$ cat src/rtl/approx_umult_pipe_if.sv
// Request/response bundle for approx_umult_pipe: valid/ready on both sides,
// operands and level on the request side, product and level echo on the result side.
interface approx_umult_pipe_if #(
  parameter int WIDTH = 32,
  parameter int LW    = 5
);
  logic                 in_valid;
  logic                 in_ready;
  logic [WIDTH-1:0]     x;
  logic [WIDTH-1:0]     y;
  logic [LW-1:0]        level;
  logic                 comp_en;
  logic                 out_valid;
  logic                 out_ready;
  logic [2*WIDTH-1:0]   z;
  logic [LW-1:0]        level_used;

  modport master (
    output in_valid, x, y, level, comp_en, out_ready,
    input  in_ready, out_valid, z, level_used
  );

  modport slave (
    input  in_valid, x, y, level, comp_en, out_ready,
    output in_ready, out_valid, z, level_used
  );
endinterface

$ cat src/rtl/approx_umult_pipe.sv
// Three-stage truncated approximate unsigned multiplier with a run-time
// truncation level, an optional compensation term and a global-stall
// valid/ready pipeline.
module approx_umult_pipe #(
  parameter int WIDTH = 32,
  parameter int LMAX  = 16,
  parameter int LW    = 5
) (
  input  logic               clk,
  input  logic               rst_n,
  approx_umult_pipe_if.slave bus
);

  localparam int H  = WIDTH / 2;
  localparam int PW = 2 * WIDTH;
  localparam int HW = WIDTH + H;

  logic              advance;

  // stage 1 combinational inputs
  logic [LW-1:0]     le_c;
  logic [WIDTH-1:0]  xt_c;
  logic              comp_c;

  // stage registers
  logic              s1_valid;
  logic [WIDTH-1:0]  s1_xt;
  logic [WIDTH-1:0]  s1_y;
  logic [LW-1:0]     s1_le;
  logic              s1_comp;

  logic              s2_valid;
  logic [HW-1:0]     s2_plo;
  logic [HW-1:0]     s2_phi;
  logic [LW-1:0]     s2_le;
  logic              s2_comp;

  logic              out_valid_q;
  logic [PW-1:0]     z_q;
  logic [LW-1:0]     lu_q;

  // stage 3 combinational result
  logic [PW-1:0]     sum_c;
  logic [PW-1:0]     z_c;

  // The whole pipeline moves together; only the output stage can block it.
  assign advance      = !out_valid_q || bus.out_ready;
  assign bus.in_ready = advance;

  assign bus.out_valid  = out_valid_q;
  assign bus.z          = z_q;
  assign bus.level_used = lu_q;

  // Clamp the level, shift off the truncated multiplicand bits, decide compensation.
  always_comb begin
    le_c   = (bus.level > LW'(LMAX)) ? LW'(LMAX) : bus.level;
    xt_c   = bus.x >> le_c;
    comp_c = 1'b0;
    if (bus.comp_en && (le_c >= LW'(4)))
      comp_c = bus.x[2] & bus.x[3] & bus.y[le_c] & bus.y[le_c - 1'b1];
  end

  // Recombine half products, restore the truncated weight, add compensation.
  always_comb begin
    sum_c = (PW'(s2_phi) << H) + PW'(s2_plo);
    z_c   = (sum_c << s2_le)
          + (s2_comp ? (PW'(1) << (32'(s2_le) + 32'd3)) : '0);
  end

  // Pipeline registers; every stage holds while the output is stalled.
  always_ff @(posedge clk or negedge rst_n) begin
    if (!rst_n) begin
      s1_valid    <= 1'b0;
      s1_xt       <= '0;
      s1_y        <= '0;
      s1_le       <= '0;
      s1_comp     <= 1'b0;
      s2_valid    <= 1'b0;
      s2_plo      <= '0;
      s2_phi      <= '0;
      s2_le       <= '0;
      s2_comp     <= 1'b0;
      out_valid_q <= 1'b0;
      z_q         <= '0;
      lu_q        <= '0;
    end else if (advance) begin
      s1_valid    <= bus.in_valid;
      s1_xt       <= xt_c;
      s1_y        <= bus.y;
      s1_le       <= le_c;
      s1_comp     <= comp_c;

      s2_valid    <= s1_valid;
      s2_plo      <= HW'(s1_y) * HW'(s1_xt[H-1:0]);
      s2_phi      <= HW'(s1_y) * HW'(s1_xt[WIDTH-1:H]);
      s2_le       <= s1_le;
      s2_comp     <= s1_comp;

      out_valid_q <= s2_valid;
      z_q         <= z_c;
      lu_q        <= s2_le;
    end
  end

endmodule

$ cat src/flat_wrapper.sv
// flat-port wrapper written by rule: the top's interface ports become plain ports
module approx_umult_pipe_flat 
#(
  parameter int WIDTH = 32,
  parameter int LMAX  = 16,
  parameter int LW    = 5
)
  (clk, rst_n, bus_in_valid, bus_x, bus_y, bus_level, bus_comp_en, bus_out_ready, bus_in_ready, bus_out_valid, bus_z, bus_level_used);
  approx_umult_pipe_if #(.WIDTH(WIDTH), .LW(LW)) bus_i ();
  input  logic clk;
  input  logic rst_n;
  input wire logic [$bits(bus_i.in_valid)-1:0] bus_in_valid;
  input wire logic [$bits(bus_i.x)-1:0] bus_x;
  input wire logic [$bits(bus_i.y)-1:0] bus_y;
  input wire logic [$bits(bus_i.level)-1:0] bus_level;
  input wire logic [$bits(bus_i.comp_en)-1:0] bus_comp_en;
  input wire logic [$bits(bus_i.out_ready)-1:0] bus_out_ready;
  output wire logic [$bits(bus_i.in_ready)-1:0] bus_in_ready;
  output wire logic [$bits(bus_i.out_valid)-1:0] bus_out_valid;
  output wire logic [$bits(bus_i.z)-1:0] bus_z;
  output wire logic [$bits(bus_i.level_used)-1:0] bus_level_used;
  assign bus_i.in_valid = bus_in_valid;
  assign bus_i.x = bus_x;
  assign bus_i.y = bus_y;
  assign bus_i.level = bus_level;
  assign bus_i.comp_en = bus_comp_en;
  assign bus_i.out_ready = bus_out_ready;
  assign bus_in_ready = bus_i.in_ready;
  assign bus_out_valid = bus_i.out_valid;
  assign bus_z = bus_i.z;
  assign bus_level_used = bus_i.level_used;
  approx_umult_pipe #(.WIDTH(WIDTH), .LMAX(LMAX), .LW(LW)) u_core (.clk(clk), .rst_n(rst_n), .bus(bus_i));
endmodule
$ cat config.mk
export PLATFORM = sky130hd
export DESIGN_NAME = approx_umult_pipe_flat
export DESIGN_NICKNAME = d
export VERILOG_FILES = /design/src/rtl/approx_umult_pipe_if.sv /design/src/rtl/approx_umult_pipe.sv /design/src/flat_wrapper.sv
export SDC_FILE = /design/constraint.sdc
export NUM_CORES = 2
export LEC_CHECK = 0
export BUFFER_PORTS_ARGS = -buffer_cell sky130_fd_sc_hd__buf_2
export CAP_MARGIN = 20
export CORE_UTILIZATION = 55
export DETAILED_ROUTE_END_ITERATION = 16
export PLACE_DENSITY = 0.71
export SYNTH_ARGS = -nofsm -noshare
export SYNTH_HDL_FRONTEND = slang
export SYNTH_SLANG_ARGS = --single-unit
$ cat constraint.sdc
create_clock -name clk -period 13 [get_ports clk]
set_input_delay 0.65 -clock clk [delete_from_list [all_inputs] [get_ports clk]]
set_output_delay 0.65 -clock clk [all_outputs]
set_load 0.01 [all_outputs]
==> out/metrics.cfg <==
[sta]
drv_slew = 0
setup_viol = 0
hold_viol = 0
fmax_mhz = 127
fin_setup_tns_ns = 0
fin_skew_ns = 0.0355
relSlewSlack_pct = 28.5
min_period_over_period_pct = 60.3
tightest_slew_ns = 1.06
period_minus_slack_ns = 7.85
grt_setup_unrepaired = no

[critical_path]
critPathMostFrequentCell = fa_1
path_buf_inv = 4
critPathLaunchType = flip-flop
worstPathRequired_ns = 13.40
cp_max_fo = 21
crit_chain = buf_4 > nand2_1 > fa_1 > fa_1 > fa_1 > inv_1 > fa_1 > fa_1 > inv_1 > fa_1 > inv_1 > ha_1 > a21oi_1 > o21ai_0 > a21oi_1 > nor2_1 > a211oi_1 > a31oi_1 > a21oi_1 > o31ai_1 > a31oi_1 > o21ai_1 > xnor2_1 > a21oi_1
end_kind = flip-flop
crit_family = adder cells
critPathSlowestCell = a211oi_1
cp.arrival_ns = 8.25
slowest_delay_ns = 0.80
critPathKind = reg -> reg

[synth]
yosysMostFrequentCell = nand2_1
synth-seq-area-share_pct = 11.7
synth_top_cell_by_area = fa_1
async_flop_share_pct = 100
syn-mean-instance-area_sq_um = 8.39
synthCells = 6239
synthTopCellsByArea = fa_1 32%, dfrtp_1 12%, ha_1 8.1%
ys_ff_latch = 244
synth_common_cells = 1038 x nand2_1, 936 x inv_1, 838 x fa_1
synth_top_flop_cell = dfrtp_1
synth_edf_count = 0
ys_types = 94
synth_top_area_share_pct = 32.0
netlist_area_sq_um = 52400
yosysWarnings = 0

[finish]
nets = 7391
drive_above_1_share_pct = 6.57
area_delta_synth_final_pct = 5.30

[floorplanning]
rows = 112
die_x_microns = 311
top_level_ports = 145
fp.dieH_microns = 311
initial_utilization_pct = 55.8
core_sq_um = 93700
dieArea_sq_um = 96400

[clocking]
cts_tree = built
clk_path_buf_depth = 3
cts_setup_buffers = 0
cts_resized = 0
clockRootBuffer = clkbuf_16
clock-sinks = 244
clk_latency_ns = 0.59
cts.clk_slew.worst_paths_ns = 0.06
cts_buffers = 35
htreeDepth = 2
postCtsHoldBufs = 0

[detailed_routing]
antenna_left = 0
first_iter_violations = 3471
route.detailed.drc = 0
via_count = 43500
viasPerCell = 5.85
wl_per_cell_microns = 21.1
drtPass1Iterations = 5
wirelength_mm = 157

[global_route]
antenna_found_initial = 7
grt_pass1_vias = 44900
grt_pass1_wl_mm = 250
grt_max_degree = 157
grt_use_total_pct = 32.9
grt_overflow = 0

[min_path]
min_path_type = in -> async

[placed_design]
dpl.hpwl_mm = 120
io_buffer_count = 144
place.gp.congestion = 1.00

[status]
status = finished, final reports clean

[run]
cap_violations = 0

[layer usage]
metal | up-vias | wire length, microns | global-route usage (%)
met2 | 1873 | 72500 | 53.4
li1 | 19600 | - | -
met4 | 4 | 9280 | 17.3
met5 | - | 65 | 0.395
met1 | 21600 | 62700 | 42.4
met3 | 432 | 12100 | 5.43
[worst reg2reg max path: cells and delay by family, from the launching register on]
family | cells | cell delay [ns]
compound gates | 10 | 2.71
xor+xnor | 1 | 0.19
fa+ha+maj | 7 | 3.35
buf+inv | 4 | 0.57
flops | 1 | 0.64
simple gates | 2 | 0.20
[worst paths after layout]
path	start	end	slack, ns	depth (start not counted)
worst min register to register	u_core.s2_valid	u_core.s2_valid	0.46	2
min in group clk	bus_y[18]	u_core.s1_y[18]	0.28	3
worst max register to register	u_core.s1_xt[1]	u_core.s2_plo[47]	5.15	24
max in group asynchronous	rst_n	u_core.s1_y[14]	10.92	3
worst max-delay path	u_core.s1_xt[1]	u_core.s2_plo[47]	5.15	24
worst min-delay path	rst_n	u_core.bus.z[4]	0.1	1
[stage by stage]
stage               utilization (%)  area, sq um  cells  hold WS [ns]  setup slack (ns)
global route                   58.8        55100   7425         0.165              4.82
CTS                            58.8        55100   7419         0.111              5.28
floorplan                         -        52500   6269         0.354              6.47
finish                         58.8        55100   7427        0.0961              5.15
global placement               57.5        53900   7358         0.444              5.51
detailed placement             57.5        53900   7358         0.451              5.32
[cells by family (layout without fill, tap and decap cells)]
family / Yosys count / after routing / share of synthesized area, %
mux: 240 / 240 / 5.15
simple gates: 2083 / 2083 / 18.3
xor+xnor: 176 / 176 / 2.96
other cells: 2 / 39 / 0.0143
buf+inv: 1328 / 1225 / 9.60
compound gates: 991 / 991 / 12.2
fa+ha+maj: 1175 / 1175 / 40.1
flops: 244 / 244 / 11.7
[sequential cells by signal, indices dropped and copies added (netlist names), 5 cells and up]
signal / flops
u_core.bus.level_used: 5
u_core.bus.z: 64
u_core.s1_le: 5
u_core.s1_xt: 32
u_core.s1_y: 32
u_core.s2_le: 5
u_core.s2_phi: 48
u_core.s2_plo: 48
[cell usage in the layout, fill, tap and decap left out, types with 45 or more instances in the layout]
cell,n
buf_4,76
inv_1,934
ha_1,337
nor2_1,302
buf_2,143
o21ai_0,203
nor3_1,45
mux2i_1,188
xnor2_1,96
a21o_1,119
a21oi_1,308
xor2_1,79
nand2_1,1038
a211oi_1,58
dfrtp_1,227
and2_1,448
fa_1,838
nand3_1,55
[area by class of cell]
class,count,area (sq um)
timing repair buffer,222,1330
sequential,244,6130
clock buffer,44,970
antenna,7,17.5
inverter,942,3540
fill,8374,38600
multi-input combinational,4697,41400
tap,1254,1570
clock inverter,17,224
Power is not shown: default switching activity piles up to over one toggle a cycle in this logic, so the estimate is an artifact.
